## config.mk

```make
export PLATFORM = sky130hd
export DESIGN_NAME = uart_rx
export DESIGN_NICKNAME = d
export VERILOG_FILES = /design/src/rtl/uart_pkg.sv /design/src/rtl/uart_baud_gen.sv /design/src/rtl/uart_rx.sv
export SDC_FILE = /design/constraint.sdc
export NUM_CORES = 1
export LEC_CHECK = 0
export ABC_CLOCK_PERIOD_IN_PS = 2150
export BUFFER_PORTS_ARGS = -buffer_cell sky130_fd_sc_hd__buf_2
export CAP_MARGIN = 0
export CORE_AREA = 2 2 61 63
export CTS_BUF_LIST = sky130_fd_sc_hd__clkbuf_8
export CTS_CLUSTER_DIAMETER = 150
export DETAILED_ROUTE_END_ITERATION = 7
export DIE_AREA = 0 0 63 65
export PLACE_DENSITY = 0.83
export SLEW_MARGIN = 20
export SYNTH_ARGS = -nofsm -noshare
export SYNTH_HDL_FRONTEND = slang
export SYNTH_SLANG_ARGS = --single-unit
```

## constraint.sdc

```tcl
create_clock -name i_clk -period 2.15 [get_ports i_clk]
set_input_delay 0.3225 -clock i_clk [delete_from_list [all_inputs] [get_ports i_clk]]
set_output_delay 0.3225 -clock i_clk [all_outputs]
set_load 0.01 [all_outputs]
```

## src/rtl/uart_pkg.sv

```systemverilog
// Shared UART definitions: FSM state encoding, oversample factor and the baud divisor helper.
package uart_pkg;

    localparam int OVERSAMPLE      = 16;
    localparam int DEFAULT_NB_DATA = 8;

    typedef enum logic [2:0] {
        ST_IDLE   = 3'd0,
        ST_START  = 3'd1,
        ST_DATA   = 3'd2,
        ST_STOP   = 3'd3,
        ST_PARITY = 3'd4
    } state_t;

    // Clocks per oversample tick, rounded down.
    function automatic int baud_div(input int clk_freq, input int baud);
        return clk_freq / (OVERSAMPLE * baud);
    endfunction

endpackage

```

## src/rtl/uart_baud_gen.sv

```systemverilog
// Free-running divider producing a one-cycle tick at OVERSAMPLE times the baud rate.
module uart_baud_gen
    import uart_pkg::*;
#(
    parameter int CLK_FREQ  = 50000000,
    parameter int BAUD_RATE = 19200
) (
    input  logic i_clk,
    input  logic i_rst,
    output logic o_tick
);

    localparam int DIV   = baud_div(CLK_FREQ, BAUD_RATE);
    localparam int CNT_W = (DIV > 1) ? $clog2(DIV) : 1;
    localparam logic [CNT_W-1:0] CNT_LAST = CNT_W'(DIV - 1);

    logic [CNT_W-1:0] cnt_reg;

    always_ff @(posedge i_clk or posedge i_rst) begin
        if (i_rst) begin
            cnt_reg <= '0;
        end else if (cnt_reg == CNT_LAST) begin
            cnt_reg <= '0;
        end else begin
            cnt_reg <= cnt_reg + 1'b1;
        end
    end

    assign o_tick = (cnt_reg == CNT_LAST);

endmodule

```

## src/rtl/uart_rx.sv

```systemverilog
// 16x oversampling 8N1 UART receiver; define UART_RX_PARITY_EN to add an even-parity bit.
module uart_rx
    import uart_pkg::*;
#(
    parameter int NB_DATA   = DEFAULT_NB_DATA,
    parameter int SB_TICK   = 16,
    parameter int CLK_FREQ  = 50000000,
    parameter int BAUD_RATE = 19200
) (
    input  logic               i_clk,
    input  logic               i_rst,
    input  logic               i_rx,
    output logic [NB_DATA-1:0] o_data,
    output logic               o_done,
    output logic               o_frame_err,
    output logic               o_parity_err,
    output logic               o_busy
);

    localparam int S_MAX = (SB_TICK > OVERSAMPLE) ? SB_TICK : OVERSAMPLE;
    localparam int S_W   = $clog2(S_MAX);
    localparam int N_W   = (NB_DATA > 1) ? $clog2(NB_DATA) : 1;

    localparam logic [S_W-1:0] S_MID  = S_W'(OVERSAMPLE / 2 - 1);
    localparam logic [S_W-1:0] S_LAST = S_W'(OVERSAMPLE - 1);
    localparam logic [S_W-1:0] S_STOP = S_W'(SB_TICK - 1);
    localparam logic [N_W-1:0] N_LAST = N_W'(NB_DATA - 1);

    logic tick;

    uart_baud_gen #(
        .CLK_FREQ  (CLK_FREQ),
        .BAUD_RATE (BAUD_RATE)
    ) u_baud_gen (
        .i_clk  (i_clk),
        .i_rst  (i_rst),
        .o_tick (tick)
    );

    // Two-flop synchronizer, preset to the idle-high line level.
    logic [1:0] sync_reg;
    logic       rx_s;

    always_ff @(posedge i_clk or posedge i_rst) begin
        if (i_rst) begin
            sync_reg <= 2'b11;
        end else begin
            sync_reg <= {sync_reg[0], i_rx};
        end
    end

    assign rx_s = sync_reg[1];

    state_t             state_reg, state_next;
    logic [S_W-1:0]     s_reg, s_next;
    logic [N_W-1:0]     n_reg, n_next;
    logic [NB_DATA-1:0] shift_reg, shift_next;
    logic [NB_DATA-1:0] data_reg, data_next;
    logic               done_reg, done_next;
    logic               ferr_reg, ferr_next;
`ifdef UART_RX_PARITY_EN
    logic               par_bad_reg, par_bad_next;
    logic               perr_reg, perr_next;
`endif

    always_ff @(posedge i_clk or posedge i_rst) begin
        if (i_rst) begin
            state_reg   <= ST_IDLE;
            s_reg       <= '0;
            n_reg       <= '0;
            shift_reg   <= '0;
            data_reg    <= '0;
            done_reg    <= 1'b0;
            ferr_reg    <= 1'b0;
`ifdef UART_RX_PARITY_EN
            par_bad_reg <= 1'b0;
            perr_reg    <= 1'b0;
`endif
        end else begin
            state_reg   <= state_next;
            s_reg       <= s_next;
            n_reg       <= n_next;
            shift_reg   <= shift_next;
            data_reg    <= data_next;
            done_reg    <= done_next;
            ferr_reg    <= ferr_next;
`ifdef UART_RX_PARITY_EN
            par_bad_reg <= par_bad_next;
            perr_reg    <= perr_next;
`endif
        end
    end

    always_comb begin
        state_next   = state_reg;
        s_next       = s_reg;
        n_next       = n_reg;
        shift_next   = shift_reg;
        data_next    = data_reg;
        done_next    = 1'b0;
        ferr_next    = 1'b0;
`ifdef UART_RX_PARITY_EN
        par_bad_next = par_bad_reg;
        perr_next    = 1'b0;
`endif
        case (state_reg)
            ST_IDLE: begin
                if (!rx_s) begin
                    s_next     = '0;
                    state_next = ST_START;
                end
            end
            ST_START: begin
                if (tick) begin
                    if (s_reg == S_MID) begin
                        if (!rx_s) begin
                            s_next     = '0;
                            n_next     = '0;
                            state_next = ST_DATA;
                        end else begin
                            state_next = ST_IDLE;
                        end
                    end else begin
                        s_next = s_reg + 1'b1;
                    end
                end
            end
            ST_DATA: begin
                if (tick) begin
                    if (s_reg == S_LAST) begin
                        shift_next = {rx_s, shift_reg[NB_DATA-1:1]};
                        s_next     = '0;
                        if (n_reg == N_LAST) begin
`ifdef UART_RX_PARITY_EN
                            state_next = ST_PARITY;
`else
                            state_next = ST_STOP;
`endif
                        end else begin
                            n_next = n_reg + 1'b1;
                        end
                    end else begin
                        s_next = s_reg + 1'b1;
                    end
                end
            end
`ifdef UART_RX_PARITY_EN
            ST_PARITY: begin
                if (tick) begin
                    if (s_reg == S_LAST) begin
                        // Even parity: an odd total of ones marks the word bad.
                        par_bad_next = ^{shift_reg, rx_s};
                        s_next       = '0;
                        state_next   = ST_STOP;
                    end else begin
                        s_next = s_reg + 1'b1;
                    end
                end
            end
`endif
            ST_STOP: begin
                if (tick) begin
                    if (s_reg == S_STOP) begin
                        if (rx_s) begin
`ifdef UART_RX_PARITY_EN
                            if (par_bad_reg) begin
                                perr_next = 1'b1;
                            end else begin
                                done_next = 1'b1;
                                data_next = shift_reg;
                            end
`else
                            done_next = 1'b1;
                            data_next = shift_reg;
`endif
                        end else begin
                            ferr_next = 1'b1;
                        end
                        state_next = ST_IDLE;
                    end else begin
                        s_next = s_reg + 1'b1;
                    end
                end
            end
            default: begin
                state_next = ST_IDLE;
            end
        endcase
    end

    assign o_data      = data_reg;
    assign o_done      = done_reg;
    assign o_frame_err = ferr_reg;
    assign o_busy      = (state_reg != ST_IDLE);
`ifdef UART_RX_PARITY_EN
    assign o_parity_err = perr_reg;
`else
    assign o_parity_err = 1'b0;
`endif

endmodule
```

==> impl_metrics.yaml, run 1 <==
setup_path:
  cp_max_fo: 11
  worstSetupStartpointType: "flop"
  critPathArrivalTime_ns: 2.17
  worstSetupEndpointType: "flop"
  rr_endpoint: "o_data[2]"
  worstPathRequired_ns: 2.33
  cp-endpoint: "o_data[2]"
  reg2reg_depth: 7
  startpoint: "u_baud_gen.cnt_reg[1]"
  path_class: "flop to flop"
  crit-reg2reg-launch: "u_baud_gen.cnt_reg[1]"
  r2r_slack_ns: 0.16
placement:
  gp_congestion: 0.807
  dp.final_hpwl_microns: 2310
  dpl_cell_area_sq_mm: 0.00190
  io_buffer_count: 13
  place_ws_ns: 0.172
  place_inst: 210
yosys:
  synth_compound_area_frac: 0.0858
  synth_warnings: 0
  async_flop_share: 1.00
  yosys_most_used_dff: "dfrtp_1"
  yosysMostFrequentCell: "dfrtp_1"
  ys_seq_area_frac: 0.517
  postSynthNetCount: 161
  synth-xor-area-share: 0.0244
  syn-instance-count: 153
  ys_ff_latch: 37
  synth.avg_cell_area_sq_um: 11.7
  synth.distinct_cells: 45
  netlist_area_sq_mm: 0.00179
  synth_top_family_by_area: "simple AND/OR/NAND/NOR gates"
  synth_adder_area_share: 0.0349
  synthMuxAreaShare: 0.118
  yosys.area_share.simple: 0.179
  netlist.area_leader.share: 0.488
  synth_top_area_cell: "dfrtp_1"
  synth-edff-count: 0
  synth_common_cells: "dfrtp_1, mux2_2, nor2_1"
  synthTopCellsByArea: "dfrtp_1, mux2_2, ha_1, dfstp_2, xnor2_1"
timing:
  timing.hold.ws_ns: 0.113
  clock_skew_ns: 0.00845
  timing.fmax_mhz: 502
  hold_viol: 0
  rsz0062_at_grt: "false"
  final.setup.tns_ns: 0
  fin_crit_sh: 0.926
  period_minus_slack_ns: 1.99
  fin_ws_ns: 0.158
  drv_slew: 0
  setup_viol: 0
clock_network:
  cts.sinks: 37
  cts_tree: "built"
  h-tree-depth: 2
  post_cts_buffers: 0
  cts_hold_buffers: 0
  path_clk_slew_ns: 0.07
  clock_latency_ns: 0.30
  cts_root_buf: "clkbuf_8"
  cts_buffer_depth: 2
  cts_buffers: 5
  cts_resized: 0
route:
  via_count: 1219
  wirelength_microns: 3160
  drc: 0
  postRouteAntennaNets: 0
  vias_per_cell: 5.59
  drt_iter0_markers: 64
  drtPass1Iterations: 4
  routedWlPerCell_microns: 14.5
power_and_ir_drop:
  power_mw: 1.21
  p_leak_nw: 0.975
  power.density_mw_per_mm2: 606
  pwr-share-comb: 0.016
  pwr-share-clk: 0.404
  seqPwrFrac: 0.581
  power.share.switching: 0.210
  internal-power_mw: 0.954
  power_switching_mw: 0.254
  ir_drop_mv: 0.416
cells_and_area:
  stdcell_count: 218
  finalInstanceArea_sq_mm: 0.00199
  drive_above_1_share: 0.282
  diodes: 0
  final_util: 0.570
  area_growth_pct: 11.0
  fin_nets: 177
floorplan:
  rows: 22
  die-area_sq_mm: 0.00410
  ioPinCount: 15
  die_width_microns: 63
  core_sq_mm: 0.00350
  initial_core_util: 0.513
  die_h_microns: 65
global_route:
  grt_start_max_net_pins: 38
  grt_pass1_vias: 1210
  grt-ovfl-total: 0
  grt_pass1_wl_microns: 5620
  grt_use_total: 0.181
  grt_antenna_before_repair: 0
worst_hold_path:
  hp-class: "input port to asynchronous set/reset pin"
status:
  status: "finished clean"
flow_run:
  maxCapViolCount: 0
==> placed cells by master, fill, tap and decap left out, types with 5 or more instances in the layout <==
master,instances
ha_1,5
nand3_1,6
inv_1,10
mux2_2,17
dfrtp_1,35
clkbuf_8,6
nor2_1,9
xnor2_1,5
o21ai_0,6
buf_2,13
nand2_1,7
==> worst max-delay path: stages (launching register included) <==
cell and delay, ns:
dfrtp_1 0.42, inv_1 0.07, ha_1 0.17, and4b_4 0.27, nand2_4 0.11, nor4_4 0.27
buf_4 0.21, mux2_2 0.34
==> cells by family (layout without fill, tap and decap cells) <==
group           count (synthesis)  in the layout
compound gates                 22             22
xor+xnor                        5              5
fa+ha+maj                       5              5
buf+inv                        15             32
flops                          37             37
mux                            19             19
other cells                     1              1
simple gates                   49             49
==> how the worst min path moves through the flow <==
| stage | startpoint | end | slack (ns) |
|---|---|---|---|
| after floorplan | i_rx | sync_reg[0] | 0.33 |
| after global placement | sync_reg[0] | sync_reg[1] | 0.35 |
| after detailed placement | sync_reg[0] | sync_reg[1] | 0.35 |
| after CTS | i_rx | sync_reg[0] | 0.12 |
| after global routing | i_rx | sync_reg[0] | 0.11 |
| final | i_rst | shift_reg[2] | 0.11 |
==> cell type report <==
cell class | instances | area (sq um)
sequential | 37 | 928
clock buffer | 6 | 82.6
fill | 310 | 1500
inverter | 8 | 30.0
timing repair buffer | 16 | 87.6
multi-input combinational | 101 | 796
clock inverter | 2 | 7.51
tap | 48 | 60.1
==> power groups by stage <==
stage | Clock, mW | Combinational, mW | Sequential [mW]
after floorplan | 0 | 0.0147 | 0.714
after global placement | 0 | 0.0195 | 0.714
after detailed placement | 0 | 0.0202 | 0.714
after CTS | 0.495 | 0.0201 | 0.701
after global routing | 0.530 | 0.0227 | 0.701
final | 0.488 | 0.0190 | 0.701
==> metal layers <==
metal | global-route usage | vias up | part of all wire
met2 | 0.294 | 41 | 0.49
met4 | 0.0833 | 0 | 0.018
met3 | 0.0573 | 7 | 0.060
li1 | - | 580 | -
met1 | 0.220 | 591 | 0.43
met5 | 0 | - | 0
Note: power is estimated with default switching activity, not from simulation.
==> run 2: changes to the inputs <==
- CTS_BUF_LIST: sky130_fd_sc_hd__clkbuf_8 -> sky130_fd_sc_hd__clkbuf_2
==> impl_metrics.yaml, run 2 (synthesized netlist as in run 1, its figures left out) <==
floorplan:
  rows: 22
  die-area_sq_mm: 0.00410
  core_sq_mm: 0.00350
  initial_core_util: 0.513
  ioPinCount: 15
  die_width_microns: 63
  die_h_microns: 65
status:
  status: "finished clean"
timing:
  hold_viol: 0
  setup_viol: 0
  period_minus_slack_ns: 2.01
  rsz0062_at_grt: "false"
  drv_slew: 0
  timing.fmax_mhz: 498
  final.setup.tns_ns: 0
  clock_skew_ns: 0.0215
  fin_crit_sh: 0.934
flow_run:
  maxCapViolCount: 0
setup_path:
  critPathArrivalTime_ns: 2.30
  path_class: "flop to flop"
  worstSetupEndpointType: "flop"
  cp_max_fo: 8
  path_cells: "ha_1 > nand3_1 > nor4_4 > buf_4 > mux2_2"
  slowest_stage: "dfrtp_1"
  cp_slowest_stage_delay_ns: 0.42
  worstSetupStartpointType: "flop"
  worstPathRequired_ns: 2.44
placement:
  dp.final_hpwl_microns: 2310
  place_inst: 210
  gp_congestion: 0.807
  io_buffer_count: 13
cells_and_area:
  stdcell_count: 222
  area_growth_pct: 10.1
  final_cell_mix: "dfrtp_1, mux2_2, buf_2"
  diodes: 0
  fin_nets: 181
  mostFrequentLayoutCell: "dfrtp_1"
  drive_above_1_share: 0.293
  final_util: 0.565
clock_network:
  path_clk_slew_ns: 0.17
  cts_buffer_depth: 2
  h-tree-depth: 2
  cts_root_buf: "clkbuf_2"
  cts.sinks: 37
  clock_latency_ns: 0.40
  cts_buffers: 5
  cts_tree: "built"
power_and_ir_drop:
  power.density_mw_per_mm2: 523
  p_leak_nw: 0.972
  ir_drop_mv: 0.393
  power_mw: 1.03
route:
  drtPass1Iterations: 4
  vias_per_cell: 5.60
  postRouteAntennaNets: 0
  routedWlPerCell_microns: 14.5
  via_count: 1243
  drc: 0
  wirelength_microns: 3210
  drt_iter0_markers: 69
global_route:
  grt_pass1_vias: 1200
  grt-ovfl-total: 0
  grt_start_max_net_pins: 38
  grt_use_total: 0.179
  grt_antenna_before_repair: 0
  grt_pass1_wl_microns: 5600
worst_hold_path:
  hp-class: "flop to flop"
run 2: path summary, 6_finish.rpt:
path	startpoint	to	slack, ns	depth (start not counted)
setup reg to reg	s_reg[1]	o_data[7]	0.14	5
hold / removal	sync_reg[0]	sync_reg[1]	0.37	0
hold reg to reg	sync_reg[0]	sync_reg[1]	0.37	0
setup / recovery	s_reg[1]	o_data[7]	0.14	5
min in group asynchronous	i_rst	shift_reg[2]	0.52	4
max in group asynchronous	i_rst	sync_reg[0]	1.26	4
run 2: cell type report:
cell class	instances	area, sq um
Tap cell	48	60.1
Clock buffer	7	35.0
Sequential cell	37	928
Inverter	8	30.0
Timing Repair Buffer	20	123
Clock inverter	1	3.75
Fill cell	317	1520
Multi-Input combinational cell	101	796
run 2: metal layers:
layer | GRT usage | vias to the layer above | routed length (microns)
met5 | 0 | - | 0
met4 | 0.0750 | 0 | 75
met3 | 0.0573 | 7 | 151
met2 | 0.293 | 32 | 1600
met1 | 0.218 | 617 | 1380
li1 | - | 587 | -
run 2: repair_timing:
item,4_1_cts,5_1_grt
endpoints found under the hold margin,11,0
endpoints found under the setup margin,0,1
gates resized for setup,0,0
setup buffers,0,2
hold buffers,2,0
run 2: critical path: cells and delay by family (launching register included):
family	cells	cell delay (ns)
simple gates	2	0.66
fa+ha+maj	1	0.27
mux	1	0.34
buf+inv	1	0.22
flops	1	0.42
run 2: report_power, final:
| group | total [mW] | switching [mW] | internal [mW] |
|---|---|---|---|
| Sequential | 0.702 | 0.00193 | 0.700 |
| Clock | 0.309 | 0.222 | 0.0870 |
| Combinational | 0.0219 | 0.0163 | 0.00564 |
| Total | 1.03 | 0.240 | 0.793 |
run 2: through the flow:
| stage | worst slack [ns] | hold slack, ns | cell area [sq um] |
|---|---|---|---|
| final | 0.142 | 0.373 | 1980 |
| after global routing | 0.0444 | 0.378 | 1980 |
| after CTS | 0.118 | 0.372 | 1960 |
| after detailed placement | 0.172 | 0.351 | 1900 |
| after global placement | 0.244 | 0.346 | 1900 |
| after floorplan | 0.186 | 0.327 | 1790 |
==> run 3: changes to the inputs <==
- CORE_AREA: 2 2 61 63 -> 2 2 81 83
- DIE_AREA: 0 0 63 65 -> 0 0 83 85
- PLACE_DENSITY: 0.83 -> 0.57
- REMOVE_ABC_BUFFERS: unset -> 1
==> impl_metrics.yaml, run 3 (synthesized netlist as in run 1, its figures left out) <==
clock_network:
  path_clk_slew_ns: 0.19
  h-tree-depth: 2
  cts_buffers: 5
  cts.sinks: 37
  post_cts_buffers: 0
  cts_buffer_depth: 2
  clock_latency_ns: 0.38
  cts_tree: "built"
  cts_root_buf: "clkbuf_2"
global_route:
  grt_start_max_net_pins: 38
  grt_pass1_vias: 1201
  grt_pass1_wl_microns: 5570
  grt_use_total: 0.0965
  grt-ovfl-total: 0
  grt_antenna_before_repair: 0
setup_path:
  worstSetupStartpointType: "flop"
  worstPathRequired_ns: 2.43
  crit_family: "simple AND/OR/NAND/NOR gates"
  r2r_slack_ns: 0.18
  path_cells: "inv_1 > ha_1 > and4b_4 > nand2_4 > nor4_4 > buf_4 > mux2_2"
  reg2reg_depth: 7
  crit-reg2reg-launch: "u_baud_gen.cnt_reg[1]"
  worst-path-buf-inv: 2
  cp_max_fo: 11
  rr_endpoint: "o_data[7]"
  worstSetupEndpointType: "flop"
  slowest_stage: "dfrtp_1"
  critPathArrivalTime_ns: 2.25
  path_class: "flop to flop"
  cp_slowest_stage_delay_ns: 0.45
floorplan:
  initial_core_util: 0.289
  die_h_microns: 85
  core_sq_mm: 0.00620
  die_width_microns: 83
  rows: 29
  ioPinCount: 15
  die-area_sq_mm: 0.00706
route:
  via_count: 1183
  drc: 0
  routedWlPerCell_microns: 12.0
  vias_per_cell: 4.73
  drt_iter0_markers: 45
  wirelength_microns: 3010
  drtPass1Iterations: 4
  postRouteAntennaNets: 0
cells_and_area:
  stdcell_count: 250
  final_cell_mix: "dfrtp_1, mux2_2, buf_2"
  area_growth_pct: 12.2
  fin_nets: 180
  drive_above_1_share: 0.295
  diodes: 0
  final_util: 0.324
  mostFrequentLayoutCell: "dfrtp_1"
worst_hold_path:
  holdPathStages: 0
  whs_endpoint: "sync_reg[1]"
  worstHoldStart: "sync_reg[0]"
  hp-class: "flop to flop"
timing:
  setup_viol: 0
  final.setup.tns_ns: 0
  timing.fmax_mhz: 508
  fin_crit_sh: 0.916
  clock_skew_ns: 0.0266
  rsz0062_at_grt: "false"
  hold_viol: 0
  drv_slew: 0
  period_minus_slack_ns: 1.97
power_and_ir_drop:
  power_mw: 1.05
  ir_drop_mv: 0.406
  power.share.switching: 0.246
  p_leak_nw: 0.967
  pwr-share-comb: 0.021
  power_switching_mw: 0.257
  seqPwrFrac: 0.672
  power.density_mw_per_mm2: 519
  pwr-share-clk: 0.307
  internal-power_mw: 0.789
placement:
  gp_congestion: 0.755
  io_buffer_count: 13
  dp.final_hpwl_microns: 2100
  place_inst: 240
flow_run:
  maxCapViolCount: 0
status:
  status: "finished clean"
run 3: cell count changes in the layout (fill, tap and decap cells not counted), sizes merged:
cell    previous run  this run
clkbuf             7         5
clkinv             1         3
buf               18        17
run 3: timing repair:
item	CTS	global route
gates resized for setup	0	0
hold buffers	2	0
endpoints found under the hold margin	14	0
endpoints found under the setup margin	0	0
run 3: metal layers:
layer,vias to the layer above,track usage,wire [microns]
met5,-,0,0
met4,0,0.0268,18
met3,4,0.0282,97
met2,15,0.150,1370
met1,580,0.133,1520
li1,584,-,-
run 3: worst max path at each step:
stage	start	to	depth (start not counted)
after floorplan	u_baud_gen.cnt_reg[1]	o_data[0]	6
after global placement	u_baud_gen.cnt_reg[1]	o_data[0]	7
after detailed placement	u_baud_gen.cnt_reg[1]	o_data[6]	7
after CTS	u_baud_gen.cnt_reg[1]	o_data[7]	7
after global routing	u_baud_gen.cnt_reg[1]	o_data[6]	7
final	u_baud_gen.cnt_reg[1]	o_data[7]	7
run 3: area by class of cell:
type	count	area, sq um
multi-input combinational	101	796
timing repair buffer	19	115
inverter	8	30.0
sequential	37	928
fill	644	4190
clock buffer	5	25.0
clock inverter	3	22.5
tap	77	96.3
run 3: worst register-to-register path: stages (launching register included):
cell	delay, ns
dfrtp_1	0.45
inv_1	0.06
ha_1	0.18
and4b_4	0.27
nand2_4	0.12
nor4_4	0.27
buf_4	0.21
mux2_2	0.34
run 3: per-stage QoR:
| step | setup WS (ns) | hold WS, ns | instance area [sq um] |
|---|---|---|---|
| after floorplan | 0.228 | 0.327 | 1750 |
| after global placement | 0.228 | 0.347 | 1950 |
| after detailed placement | 0.189 | 0.348 | 1950 |
| after CTS | 0.169 | 0.372 | 2010 |
| after global routing | 0.0463 | 0.379 | 2010 |
| final | 0.181 | 0.371 | 2010 |
run 3: power groups by stage:
stage                     sequential (mW)  combinational, mW  clock, mW
final                               0.702             0.0221      0.321
after global routing                0.704             0.0272      0.382
after CTS                           0.703             0.0236      0.346
after detailed placement            0.714             0.0209          0
after global placement              0.714             0.0208          0
after floorplan                     0.714             0.0133          0
